### src/rtl/cpu_pkg.sv
// Shared definitions for the single-cycle RISC-V core and its run-control unit.
package cpu_pkg;

  localparam int RC_STATE_W = 2;

  // Run-control state encoding, visible on the debug bus as a 2-bit field.
  typedef enum logic [RC_STATE_W-1:0] {
    RC_HALT  = 2'd0,
    RC_RUN   = 2'd1,
    RC_STEP  = 2'd2,
    RC_COUNT = 2'd3
  } rc_state_e;

  // PC the core starts fetching from after reset.
  localparam logic [31:0] RESET_PC = 32'h0000_3000;

  // Debug read-mux codes for the run-control registers.
  localparam logic [3:0] CHK_INSTR_CNT = 4'h8;
  localparam logic [3:0] CHK_RC_STATUS = 4'h9;

  // Packs the run-control status bits the way the debug mux presents them.
  function automatic logic [31:0] rc_status_word(input logic bp_hit,
                                                 input logic halted,
                                                 input logic [RC_STATE_W-1:0] state);
    return {28'd0, bp_hit, halted, state};
  endfunction

endpackage

### src/rtl/run_ctrl_if.sv
// Command/status bundle between the board/debug host and the run-control unit.
interface run_ctrl_if
  import cpu_pkg::*;
#(
  parameter int CNT_W = 32
);

  logic                  cmd_run;
  logic                  cmd_step;
  logic                  cmd_count;
  logic [CNT_W-1:0]      cnt_val;
  logic                  cmd_halt;
  logic                  cmd_clr;
  logic                  bp_en;
  logic [31:0]           bp_addr;
  logic [31:0]           pc;
  logic                  cpu_en;
  logic                  halted;
  logic                  bp_hit;
  logic [CNT_W-1:0]      instr_cnt;
  logic [RC_STATE_W-1:0] state;

  // Host side: issues commands and supplies the core PC.
  modport master (
    output cmd_run, cmd_step, cmd_count, cnt_val, cmd_halt, cmd_clr,
    output bp_en, bp_addr, pc,
    input  cpu_en, halted, bp_hit, instr_cnt, state
  );

  // Run-control side.
  modport slave (
    input  cmd_run, cmd_step, cmd_count, cnt_val, cmd_halt, cmd_clr,
    input  bp_en, bp_addr, pc,
    output cpu_en, halted, bp_hit, instr_cnt, state
  );

endinterface

### src/rtl/run_ctrl.sv
// Run-control unit: sequences the core's execute enable through halt, free
// run, single step and run-N modes, with a PC breakpoint and retire counter.
module run_ctrl
  import cpu_pkg::*;
#(
  parameter int unsigned START_RUN = 0,
  parameter int          CNT_W     = 32
) (
  input  logic     clk,
  input  logic     rst,
  run_ctrl_if.slave bus
);

  localparam rc_state_e        RESET_STATE = (START_RUN != 0) ? RC_RUN : RC_HALT;
  localparam logic [CNT_W-1:0] CNT_ONE     = CNT_W'(1);

  rc_state_e        state_q, state_d;
  logic [CNT_W-1:0] remain_q, remain_d;
  logic [CNT_W-1:0] instr_cnt_q, instr_cnt_d;
  logic             resume_q, resume_d;
  logic             bp_hit_q, bp_hit_d;

  logic             in_free_run;
  logic             brk;
  logic             cpu_en;

  // Breakpoint match and execute enable; resume masks the match for the first
  // enabled cycle after leaving halt so a stopped breakpoint can be continued.
  always_comb begin
    in_free_run = (state_q == RC_RUN) || (state_q == RC_COUNT);
    brk         = in_free_run && bus.bp_en && (bus.pc == bus.bp_addr) && !resume_q;
    cpu_en      = (state_q == RC_STEP) || (in_free_run && !brk);
  end

  // Next-state, run-N countdown and resume flag.
  always_comb begin
    state_d  = state_q;
    remain_d = remain_q;
    resume_d = cpu_en ? 1'b0 : resume_q;
    unique case (state_q)
      RC_HALT: begin
        if (!bus.cmd_halt) begin
          if (bus.cmd_step) begin
            state_d  = RC_STEP;
            resume_d = 1'b1;
          end else if (bus.cmd_count && (bus.cnt_val != '0)) begin
            state_d  = RC_COUNT;
            remain_d = bus.cnt_val;
            resume_d = 1'b1;
          end else if (bus.cmd_run) begin
            state_d  = RC_RUN;
            resume_d = 1'b1;
          end
        end
      end
      RC_RUN: begin
        if (bus.cmd_halt || brk) begin
          state_d = RC_HALT;
        end
      end
      RC_STEP: begin
        state_d = RC_HALT;
      end
      RC_COUNT: begin
        if (cpu_en) begin
          remain_d = remain_q - CNT_ONE;
        end
        if (bus.cmd_halt || brk || (cpu_en && (remain_q == CNT_ONE))) begin
          state_d = RC_HALT;
        end
      end
      default: begin
        state_d = RC_HALT;
      end
    endcase
  end

  // Retire counter and sticky breakpoint flag; clear wins over increment/set.
  always_comb begin
    instr_cnt_d = instr_cnt_q + (cpu_en ? CNT_ONE : '0);
    bp_hit_d    = bp_hit_q | brk;
    if (bus.cmd_clr) begin
      instr_cnt_d = '0;
      bp_hit_d    = 1'b0;
    end
  end

  // State register with asynchronous reset.
  always_ff @(posedge clk or posedge rst) begin
    if (rst) begin
      state_q     <= RESET_STATE;
      remain_q    <= '0;
      resume_q    <= 1'b1;
      instr_cnt_q <= '0;
      bp_hit_q    <= 1'b0;
    end else begin
      state_q     <= state_d;
      remain_q    <= remain_d;
      resume_q    <= resume_d;
      instr_cnt_q <= instr_cnt_d;
      bp_hit_q    <= bp_hit_d;
    end
  end

  assign bus.cpu_en    = cpu_en;
  assign bus.halted    = (state_q == RC_HALT);
  assign bus.bp_hit    = bp_hit_q;
  assign bus.instr_cnt = instr_cnt_q;
  assign bus.state     = state_q;

endmodule

### src/flat_wrapper.sv
// flat-port wrapper written by rule: the top's interface ports become plain ports
module run_ctrl_flat import cpu_pkg::*;
#(
  parameter int unsigned START_RUN = 0,
  parameter int          CNT_W     = 32
)
  (clk, rst, bus_cmd_run, bus_cmd_step, bus_cmd_count, bus_cnt_val, bus_cmd_halt, bus_cmd_clr, bus_bp_en, bus_bp_addr, bus_pc, bus_cpu_en, bus_halted, bus_bp_hit, bus_instr_cnt, bus_state);
  run_ctrl_if #(.CNT_W(CNT_W)) bus_i ();
  input  logic clk;
  input  logic rst;
  input wire logic [$bits(bus_i.cmd_run)-1:0] bus_cmd_run;
  input wire logic [$bits(bus_i.cmd_step)-1:0] bus_cmd_step;
  input wire logic [$bits(bus_i.cmd_count)-1:0] bus_cmd_count;
  input wire logic [$bits(bus_i.cnt_val)-1:0] bus_cnt_val;
  input wire logic [$bits(bus_i.cmd_halt)-1:0] bus_cmd_halt;
  input wire logic [$bits(bus_i.cmd_clr)-1:0] bus_cmd_clr;
  input wire logic [$bits(bus_i.bp_en)-1:0] bus_bp_en;
  input wire logic [$bits(bus_i.bp_addr)-1:0] bus_bp_addr;
  input wire logic [$bits(bus_i.pc)-1:0] bus_pc;
  output wire logic [$bits(bus_i.cpu_en)-1:0] bus_cpu_en;
  output wire logic [$bits(bus_i.halted)-1:0] bus_halted;
  output wire logic [$bits(bus_i.bp_hit)-1:0] bus_bp_hit;
  output wire logic [$bits(bus_i.instr_cnt)-1:0] bus_instr_cnt;
  output wire logic [$bits(bus_i.state)-1:0] bus_state;
  assign bus_i.cmd_run = bus_cmd_run;
  assign bus_i.cmd_step = bus_cmd_step;
  assign bus_i.cmd_count = bus_cmd_count;
  assign bus_i.cnt_val = bus_cnt_val;
  assign bus_i.cmd_halt = bus_cmd_halt;
  assign bus_i.cmd_clr = bus_cmd_clr;
  assign bus_i.bp_en = bus_bp_en;
  assign bus_i.bp_addr = bus_bp_addr;
  assign bus_i.pc = bus_pc;
  assign bus_cpu_en = bus_i.cpu_en;
  assign bus_halted = bus_i.halted;
  assign bus_bp_hit = bus_i.bp_hit;
  assign bus_instr_cnt = bus_i.instr_cnt;
  assign bus_state = bus_i.state;
  run_ctrl #(.START_RUN(START_RUN), .CNT_W(CNT_W)) u_core (.clk(clk), .rst(rst), .bus(bus_i));
endmodule
### config.mk
export PLATFORM = sky130hd
export DESIGN_NAME = run_ctrl_flat
export DESIGN_NICKNAME = d
export VERILOG_FILES = /design/src/rtl/cpu_pkg.sv /design/src/rtl/run_ctrl_if.sv /design/src/rtl/run_ctrl.sv /design/src/flat_wrapper.sv
export SDC_FILE = /design/constraint.sdc
export NUM_CORES = 1
export LEC_CHECK = 0
export CAP_MARGIN = 20
export CORE_MARGIN = 2
export CORE_UTILIZATION = 52
export DETAILED_ROUTE_END_ITERATION = 7
export HOLD_SLACK_MARGIN = 0.15
export PLACE_DENSITY_LB_ADDON = 0.15
export SLEW_MARGIN = 20
export SYNTH_ARGS = -nofsm -noshare
export SYNTH_HDL_FRONTEND = slang
export SYNTH_SLANG_ARGS = --single-unit
### constraint.sdc
create_clock -name clk -period 7.25 [get_ports clk]
set_input_delay 1.0875 -clock clk [delete_from_list [all_inputs] [get_ports clk]]
set_output_delay 1.0875 -clock clk [all_outputs]
set_load 0.01 [all_outputs]
==> reports/metrics.cfg <==
[critical_path]
start_kind=input port
critical_path_class=input port to output port
crit_path_max_fanout=15
end_kind=output port
path_cells=clkdlybuf4s50_1 > xnor2_1 > nand4_1 > or4_1 > nor3_2 > nor2_1 > clkdlybuf4s50_1
cp_data_required_time_ns=6.16
crit_slowest_cell=nor3_2
worstPathArrival_ns=3.86
cp_slowest_stage_delay_ns=0.72
cpMostUsedCell=clkdlybuf4s50_1

[logic_synthesis]
synth_area_mm2=0.00472
syn_avg_cell_area_um2=8.76
synth-edff-count=0
synthCells=539
synth_nets=646
ys.flop_type=dfrtp_1
yosysWarningCount=0
ys_ff_latch=68
yosysTopAreaCell=dfrtp_1
synthArstFlopShare_pct=100
synth_top_area_share_pct=35.5
ys_top_cells_by_area=dfrtp_1 (35%), xnor2_1 (6.3%), a21oi_1 (4.1%), nand4_1 (4.1%), nor2_1 (3.7%)
synthDistinctLibCells=74
yosysSeqAreaShare_pct=36.1

[timing]
fin_tns_setup_ns=0
hold_slack_ns=0.508
period_share_pct=68.2
max_slew_margin_pct=31.4
tightest_slew_ns=1.02
finalHoldViolations=0
setup_viol=0
worst_clock_skew_ns=0.00903
rsz0062_at_grt=false
finalMaxSlewViolations=0
min_period_ns=4.95
max_freq_mhz=202

[clocking]
cts_buffers=9
clk_path_buf_depth=2
post_cts_resized=0
post_cts_buffers=0
clk_pin_slew_worst_paths_ns=0.08
htreeDepth=3
clock-sinks=68
cts_tree=done
worstSkewPairLatency_ns=0.34
holdBufCountCts=0
cts-root-buf=clkbuf_8

[grt]
grt.overflow.total=0
grt_pass1_wl_um=23700
grt_max_degree=69
antenna_found_initial=0
grt_usage_pct=29.6
grt_pass1_vias=5009

[detailed_routing]
routedWlPerCell_um=18.9
drt_wl_total_um=14800
drc_errors=0
drt_iter0_drc=395
vias=5120
ant_nets=0
dr.pass1.iters=5
post_drt_via_cell_ratio=6.57

[power_and_ir_drop]
p_leak_nw=2.38
power_density_mw_per_mm2=197
fin_total_pwr_mw=1.26
ir_worst_vdd_uv=114

[worst_hold_path]
hp-class=register to register

[floorplanning]
core_mm2=0.00876
rows=34
die_area_mm2=0.00986
io_pins=141
die_w_um=99.3
initial_core_util_pct=53.9
die_h_um=99.3

[placement]
dp_cells=763
routabilityCongestion=0.920
io_buffers=140
dp_hpwl_um=10600

[cells_and_area]
utilization_pct=72.9
num-nets-final=773
layout-drive-gt1-share_pct=8.35
antennaDiodeCount=0
syn_to_final_growth_pct=35.2
stdcell_count=779

[outcome]
status=completed

[run]
max_cap_violations=0

## layout make-up
type                       instances  area, µm²
clock buffer                       9        124
tap                              108        135
fill                             692       2380
multi-input combinational        417       2810
clock inverter                     7       75.1
inverter                          23       86.3
timing repair buffer             147       1450
sequential                        68       1700
## worst max-delay path, delay by kind of cell
family,cells,cell delay [ns]
AND/OR/NAND/NOR,4,1.52
buffers and inverters,2,0.96
XOR/XNOR,1,0.28
## placed cells by master, fill, tap and decap left out, drive strengths merged, types with 4 or more instances in the layout
cell             n
o32ai           11
nand2           27
xor2             5
nand4           31
a41o            10
nor4            27
nor3            15
or2              5
a21oi           40
clkbuf           9
a31oi            4
dfrtp           67
inv             24
buf              7
and3             5
nand3           19
xnor2           34
or4             21
a22oi            4
o41ai            7
clkdlybuf4s50  140
o31ai           18
nor2b            7
o21ai           11
or3             11
nor2            47
## final timing paths
kind,start,to,slack (ns),cells past startpoint
max reg2reg,u_core.bus.state[0],u_core.bus.instr_cnt[29],4.07,9
min,u_core.bus.bp_hit,u_core.bus.bp_hit,0.51,2
max,bus_bp_addr[30],bus_cpu_en,2.30,7
max in group asynchronous,rst,u_core.remain_q[9],5.33,3
min in group asynchronous,rst,u_core.remain_q[19],1.32,3
min reg2reg,u_core.bus.bp_hit,u_core.bus.bp_hit,0.51,2
## per-layer routing
layer | part of all wire (%) | wire, µm | up-vias | track usage [%]
li1 | - | - | 2349 | -
met1 | 39 | 5780 | 2407 | 37.4
met2 | 49 | 7220 | 321 | 49.3
met5 | 0 | 0 | - | 0
met3 | 8.7 | 1280 | 43 | 5.55
met4 | 3.2 | 476 | 0 | 13.8
## cells by family after synthesis
family / share of synthesized area, %
fa+ha+maj: 0.795
compound gates: 22.1
simple gates: 28.5
xor+xnor: 7.23
buf+inv: 4.64
mux: 0.715
flops: 36.1
## metrics by stage
step	setup WS [ns]	cell area, µm²
after floorplan	3.59	4720
after global placement	2.44	6180
after detailed placement	2.27	6180
after CTS	2.26	6380
after global routing	2.11	6380
final	2.30	6380
## report_power, final
part           total (mW)  switching, mW  internal [mW]  leakage, nW
registers           0.600          0.132          0.468        0.859
clock network       0.321          0.161          0.160       0.0918
logic               0.335          0.160          0.174         1.43
## sequential cells by signal, summed over array words and instances (netlist names)
register / flops
u_core.resume_q: 1
u_core.bus.bp_hit: 1
u_core.bus.instr_cnt: 32
u_core.bus.state: 2
u_core.remain_q: 32
## cells in the mapped netlist (all sizes together), types with 4 or more instances
master and instances:
nor2 47, a41o 10, or4 21, xnor2 34, and3 5, inv 23, nand4 31, o32ai 11
o41ai 7, nand2 27, xor2 5, a22oi 4, nor3 15, o31ai 18, a31oi 4, clkbuf 22
nor4 27, buf 9, a21oi 40, or3 11, or2 5, dfrtp 67, o21ai 11, nand3 19
nor2b 7
Power figures use the tool's default switching activity.
